[config.mk]
export PLATFORM = sky130hd
export DESIGN_NAME = stream_msg_gatherer_flat
export DESIGN_NICKNAME = d
export VERILOG_FILES = /design/src/rtl/stream_msg_gatherer_if.sv /design/src/rtl/stream_msg_gatherer.sv /design/src/flat_wrapper.sv
export SDC_FILE = /design/constraint.sdc
export NUM_CORES = 1
export LEC_CHECK = 0
export CAP_MARGIN = 20
export CORE_AREA = 4 4 279 281
export DETAILED_ROUTE_END_ITERATION = 8
export DIE_AREA = 0 0 283 285
export HOLD_SLACK_MARGIN = 0.06
export PLACE_DENSITY = 0.6
export SLEW_MARGIN = 0
export SYNTH_ARGS = -nofsm -noshare
export SYNTH_HDL_FRONTEND = slang
export SYNTH_SLANG_ARGS = --single-unit
[constraint.sdc]
create_clock -name clk_i -period 6.1 [get_ports clk_i]
set_input_delay 1.22 -clock clk_i [delete_from_list [all_inputs] [get_ports clk_i]]
set_output_delay 1.22 -clock clk_i [all_outputs]
set_load 0.01 [all_outputs]
[src/rtl/stream_msg_gatherer_if.sv]
// rtl/stream_msg_gatherer_if.sv - narrow-beat in / wide-message out bundle for the gatherer
interface stream_msg_gatherer_if #(
  parameter int header_width_p = 64,
  parameter int in_width_p     = 64,
  parameter int max_els_p      = 8
);
  localparam int lg_els_lp = (max_els_p > 1) ? $clog2(max_els_p) : 1;

  logic [header_width_p-1:0]         header_i;
  logic [in_width_p-1:0]             data_i;
  logic [lg_els_lp-1:0]              len_i;
  logic                              v_i;
  logic                              ready_o;
  logic                              len_ready_o;
  logic [header_width_p-1:0]         header_o;
  logic [max_els_p*in_width_p-1:0]   data_o;
  logic                              v_o;
  logic                              yumi_i;

  modport master (
    output header_i, data_i, len_i, v_i, yumi_i,
    input  ready_o, len_ready_o, header_o, data_o, v_o
  );

  modport slave (
    input  header_i, data_i, len_i, v_i, yumi_i,
    output ready_o, len_ready_o, header_o, data_o, v_o
  );
endinterface

[src/rtl/stream_msg_gatherer.sv]
// rtl/stream_msg_gatherer.sv - gathers header + N narrow beats into one wide single-beat message
module stream_msg_gatherer #(
  parameter int header_width_p = 64,
  parameter int in_width_p     = 64,
  parameter int max_els_p      = 8
) (
  input  logic                   clk_i,
  input  logic                   reset_i,
  stream_msg_gatherer_if.slave   s_if
);
  localparam int lg_els_lp = (max_els_p > 1) ? $clog2(max_els_p) : 1;

  typedef enum logic {ST_FILL = 1'b0, ST_HOLD = 1'b1} state_t;

  state_t                          r_state;
  state_t                          w_state_nxt;
  logic [lg_els_lp-1:0]            r_count;
  logic [lg_els_lp-1:0]            r_len;
  logic [lg_els_lp-1:0]            w_end_idx;
  logic [header_width_p-1:0]       r_header;
  logic [in_width_p-1:0]           r_data [max_els_p];
  logic [max_els_p*in_width_p-1:0] w_data_flat;
  logic                            w_ready;
  logic                            w_len_ready;
  logic                            w_v;
  logic                            w_accept;
  logic                            w_first;
  logic                            w_last;

  always_ff @(posedge clk_i or posedge reset_i) begin
    if (reset_i) r_state <= ST_FILL;
    else         r_state <= w_state_nxt;
  end

  always_comb begin
    w_state_nxt = r_state;
    case (r_state)
      ST_FILL: if (w_last)      w_state_nxt = ST_HOLD;
      ST_HOLD: if (s_if.yumi_i) w_state_nxt = ST_FILL;
      default: w_state_nxt = ST_FILL;
    endcase
  end

  // ready depends only on state and reset, never on v_i
  always_comb begin
    w_v         = (r_state == ST_HOLD);
    w_ready     = (r_state == ST_FILL) & ~reset_i;
    w_len_ready = w_ready & (r_count == '0);
  end

  assign w_accept  = s_if.v_i & w_ready;
  assign w_first   = w_accept & (r_count == '0);
  assign w_end_idx = (r_count == '0) ? s_if.len_i : r_len;
  assign w_last    = w_accept & ((max_els_p == 1) | (r_count == w_end_idx));

  always_ff @(posedge clk_i or posedge reset_i) begin
    if (reset_i) begin
      r_count <= '0;
      r_len   <= '0;
    end else if (w_accept) begin
      r_count <= w_last ? '0 : r_count + 1'b1;
      if (w_first) r_len <= s_if.len_i;
    end
  end

  // first beat wipes the upper slots so a short message never shows stale data
  always_ff @(posedge clk_i) begin
    if (w_first) r_header <= s_if.header_i;
    for (int i = 0; i < max_els_p; i++) begin
      if (w_first)
        r_data[i] <= (i == 0) ? s_if.data_i : '0;
      else if (w_accept && (r_count == lg_els_lp'(i)))
        r_data[i] <= s_if.data_i;
    end
  end

  always_comb begin
    w_data_flat = '0;
    for (int i = 0; i < max_els_p; i++)
      w_data_flat[i*in_width_p +: in_width_p] = r_data[i];
  end

  assign s_if.ready_o     = w_ready;
  assign s_if.len_ready_o = w_len_ready;
  assign s_if.v_o         = w_v;
  assign s_if.header_o    = r_header;
  assign s_if.data_o      = w_data_flat;

  a_len_legal: assert property (@(posedge clk_i) disable iff (reset_i)
    w_first |-> (int'(s_if.len_i) < max_els_p));
  a_yumi_legal: assert property (@(posedge clk_i) disable iff (reset_i)
    s_if.yumi_i |-> w_v);
endmodule

[src/flat_wrapper.sv]
// flat-port wrapper written by rule: the top's interface ports become plain ports
module stream_msg_gatherer_flat 
#(
  parameter int header_width_p = 64,
  parameter int in_width_p     = 64,
  parameter int max_els_p      = 8
)
  (clk_i, reset_i, s_if_header_i, s_if_data_i, s_if_len_i, s_if_v_i, s_if_yumi_i, s_if_ready_o, s_if_len_ready_o, s_if_header_o, s_if_data_o, s_if_v_o);
  stream_msg_gatherer_if #(.header_width_p(header_width_p), .in_width_p(in_width_p), .max_els_p(max_els_p)) s_if_i ();
  input  logic clk_i;
  input  logic reset_i;
  input wire logic [$bits(s_if_i.header_i)-1:0] s_if_header_i;
  input wire logic [$bits(s_if_i.data_i)-1:0] s_if_data_i;
  input wire logic [$bits(s_if_i.len_i)-1:0] s_if_len_i;
  input wire logic [$bits(s_if_i.v_i)-1:0] s_if_v_i;
  input wire logic [$bits(s_if_i.yumi_i)-1:0] s_if_yumi_i;
  output wire logic [$bits(s_if_i.ready_o)-1:0] s_if_ready_o;
  output wire logic [$bits(s_if_i.len_ready_o)-1:0] s_if_len_ready_o;
  output wire logic [$bits(s_if_i.header_o)-1:0] s_if_header_o;
  output wire logic [$bits(s_if_i.data_o)-1:0] s_if_data_o;
  output wire logic [$bits(s_if_i.v_o)-1:0] s_if_v_o;
  assign s_if_i.header_i = s_if_header_i;
  assign s_if_i.data_i = s_if_data_i;
  assign s_if_i.len_i = s_if_len_i;
  assign s_if_i.v_i = s_if_v_i;
  assign s_if_i.yumi_i = s_if_yumi_i;
  assign s_if_ready_o = s_if_i.ready_o;
  assign s_if_len_ready_o = s_if_i.len_ready_o;
  assign s_if_header_o = s_if_i.header_o;
  assign s_if_data_o = s_if_i.data_o;
  assign s_if_v_o = s_if_i.v_o;
  stream_msg_gatherer #(.header_width_p(header_width_p), .in_width_p(in_width_p), .max_els_p(max_els_p)) u_core (.clk_i(clk_i), .reset_i(reset_i), .s_if(s_if_i));
endmodule
==> results by group <==
Synthesis
  – Post-Syn Area per Cell: 18.2 µm²
  – Area leader, netlist: edfxtp_1
  – Synth top area cells: edfxtp_1 83%, and2_1 13%, dfrtp_1 0.84%, clkbuf_1 0.75%, ha_1 0.36%
  – Distinct cells, synth: 28
  – Mapped Cells: about 1100
  – Yosys reg bits: 583
  – Syn. warnings: 0
  – Mapped Nets: 1288
  – Top-area cell type share of the netlist area: 82.8%
  – Synth Cell Area: 0.0209 mm²
  – Register area share after synthesis: 83.6%

Place
  – HPWL Detailed: 45.5 mm
  – Routability cong.: 0.780
  – Port bufs: 713
  – Placement Setup Slack: between 1 and 1.5 ns
  – Placed cell area: approximately 0.03 mm²

Setup path
  – CP Launch Type: input port
  – CP Max Fanout: 16
  – WS Path Type: input port to output port
  – Arr. time, crit path: 2.79 ns
  – Worst EP required: between 4 and 5 ns
  – CP endpoint kind: output port

Floorplanning
  – Die Y: 285 µm
  – Initial core utilization: 27.7%
  – Top Ports: 714
  – Die Area: 0.0807 mm²
  – Num rows: between 100 and 150
  – Die Width: 283 µm
  – Core region area: 0.0754 mm²

Timing
  – Setup TNS: 0 ns
  – Count of pins over their slew limit: 0
  – RSZ-0062 raised after global routing: false
  – Final period util: 65.7%
  – Final Skew: 0.0181 ns
  – FMAX: 0.250 GHz
  – Endpoints failing setup: 0
  – Worst setup margin: roughly 2.1 ns
  – Min Clock Period, post-route: 4.01 ns
  – Worst Max-Slew Pin Slew: a little over 0.9 ns
  – Final Hold Viols: 0
  – Hold slack: between 0.5 and 0.6 ns
  – Max-Slew Margin vs Limit: 39.3%

Routing
  – Routed WL: between 60 and 70 mm
  – Initial drt markers: ~740
  – Detail Route Antenna Nets: 0
  – Via density: 4.28
  – Pre-antenna DRT Iters: 5
  – Via count: 12500
  – DRC viols: 0
  – Wirelength per Cell: about 23 µm

Global route
  – GRT busiest layer: met2
  – First-pass GRT wire length: 95.0 mm
  – Initial antenna violation count: 6
  – Met1 GRT Util: between 10% and 20%
  – Number of global-route vias before repair: between 10000 and 15000
  – Global route overflow: 0
  – GRT Total Usage: 16.0%
  – Met3 GRT Util: 6.12%
  – Pin count of the biggest net entering global routing: 101
  – Met2 Usage GRT: 28.5%

Cells and area
  – Commonest non-fill, non-tap cell in the layout: clkdlybuf4s50_1
  – Total inserted antenna cells: 0
  – Fillcell total: roughly 6700
  – Final Cell Area: 0.0316 mm²
  – Share of cells above drive strength 1: 6.64%
  – Area Overhead vs Synth: 51.1%
  – Most frequent cells in the layout: 713 x clkdlybuf4s50_1, 576 x edfxtp_1, 448 x and2_1
  – Core Util, Final: a little over two fifths
  – Nets: 2033

Clocking
  – Max clock buf depth: 3
  – CTS tree: built
  – Root Buffer Master: clkbuf_16
  – CTS Hold Bufs: 0
  – Post-CTS Resized: 0
  – Clock-pin transition on the worst setup and hold timing paths: 0.06 ns
  – Worst skew pair latency: 0.58 ns
  – Max H-tree Level: 3
  – CTS buffer count: 67
  – Post-CTS setup buffer count: 0
  – CTS sink cnt: 583

Worst hold path
  – Hold/Removal Path Class: flip-flop to flip-flop

Outcome
  – Status: complete, no violations

Power and ir drop
  – P per Cell Area: 384 mW/mm²
  – Worst VDD drop: around 200 µV
  – Static Leak: 0.0110 µW

Run
  – Max Cap Violations: 0
-- path summary, 6_finish.rpt --
check / from / end / slack, ns / depth (start not counted)
worst max-delay path: reset_i / s_if_ready_o / 2.09 / 3
worst min-delay path: u_core.r_len[2]$_DFFE_PP0P_ / u_core.r_len[2]$_DFFE_PP0P_ / 0.51 / 2
max in group asynchronous: reset_i / u_core.r_len[2]$_DFFE_PP0P_ / 4.92 / 2
worst min register to register: u_core.r_len[2]$_DFFE_PP0P_ / u_core.r_len[2]$_DFFE_PP0P_ / 0.51 / 2
min in group asynchronous: reset_i / u_core.r_len[0]$_DFFE_PP0P_ / 0.95 / 2
worst max register to register: u_core.s_if.v_o$_DFF_PP0_ / u_core.r_data[1][102]$_SDFFCE_PN0P_ / 2.80 / 5
-- per-stage QoR --
| step | instances | total power [µW] |
|---|---|---|
| 2_1_floorplan | 1147 | 6330 |
| 3_3_place_gp | 2796 | 8030 |
| 3_5_place_dp | 2796 | 8080 |
| 4_1_cts | 2917 | 12300 |
| 5_1_grt | 2922 | 12600 |
| 6_report | 2922 | 12100 |
-- state kept, by name, summed over array words and instances (netlist names) --
name and flops:
u_core.r_data 512, u_core.s_if.header_o 64, u_core.r_len 3, u_core.s_if.v_o 1, u_core.r_count 3
-- power by group --
part | internal [µW] | total [µW] | switching [µW]
Sequential | 5230 | 5430 | 195
Combinational | 1180 | 2540 | 1370
Clock | 2530 | 4150 | 1620
-- layer usage --
layer	wire length (µm)	vias to the layer above
met5	0	-
met4	2370	0
met3	6100	122
met2	34200	568
met1	24000	6227
li1	-	5581
-- kinds of logic (layout without fill, tap and decap cells) --
kind of cell / Yosys count / in the layout / synth area share (%)
AO/OA/AOI/OAI: 6 / 6 / 0.192
XOR/XNOR: 2 / 2 / 0.0838
adder cells (fa/ha/maj): 6 / 6 / 0.359
buffers and inverters: 58 / 855 / 1.17
flip-flops: 583 / 583 / 83.6
multiplexers: 2 / 2 / 0.0958
AND/OR/NAND/NOR: 490 / 490 / 14.5
-- area by class of cell --
type                       instances  area, µm²  area share [%]
clock buffer                      80       1750            5.53
clock inverter                    41        531            1.68
inverter                           6       27.5          0.0872
multi-input combinational        506       3230            10.2
sequential                       583      17500            55.3
tap                              978       1220            3.88
timing repair buffer             728       7340            23.3
-- synth_stat cells --
library cell / count
and4_1: 5
or2_2: 2
ha_1: 6
and2_1: 448
a211oi_1: 1
nor3_1: 1
a21oi_1: 1
nor3_2: 1
nand3_1: 5
nand2_1: 19
a32o_1: 1
mux2i_1: 2
nand2b_4: 1
and3_1: 3
nor2_2: 1
inv_1: 6
o21ai_0: 2
nor2b_1: 3
xnor2_1: 2
dfrtp_1: 7
edfxtp_1: 576
buf_2: 4
clkbuf_2: 2
buf_6: 1
o31ai_1: 1
clkbuf_1: 42
nor2_1: 1
buf_4: 3
-- worst max-delay path, stage by stage --
cell,delay [ns]
clkdlybuf4s50_1,0.45
nor2_2,0.47
clkdlybuf4s50_1,0.65
(Power assumes the default switching activity.)
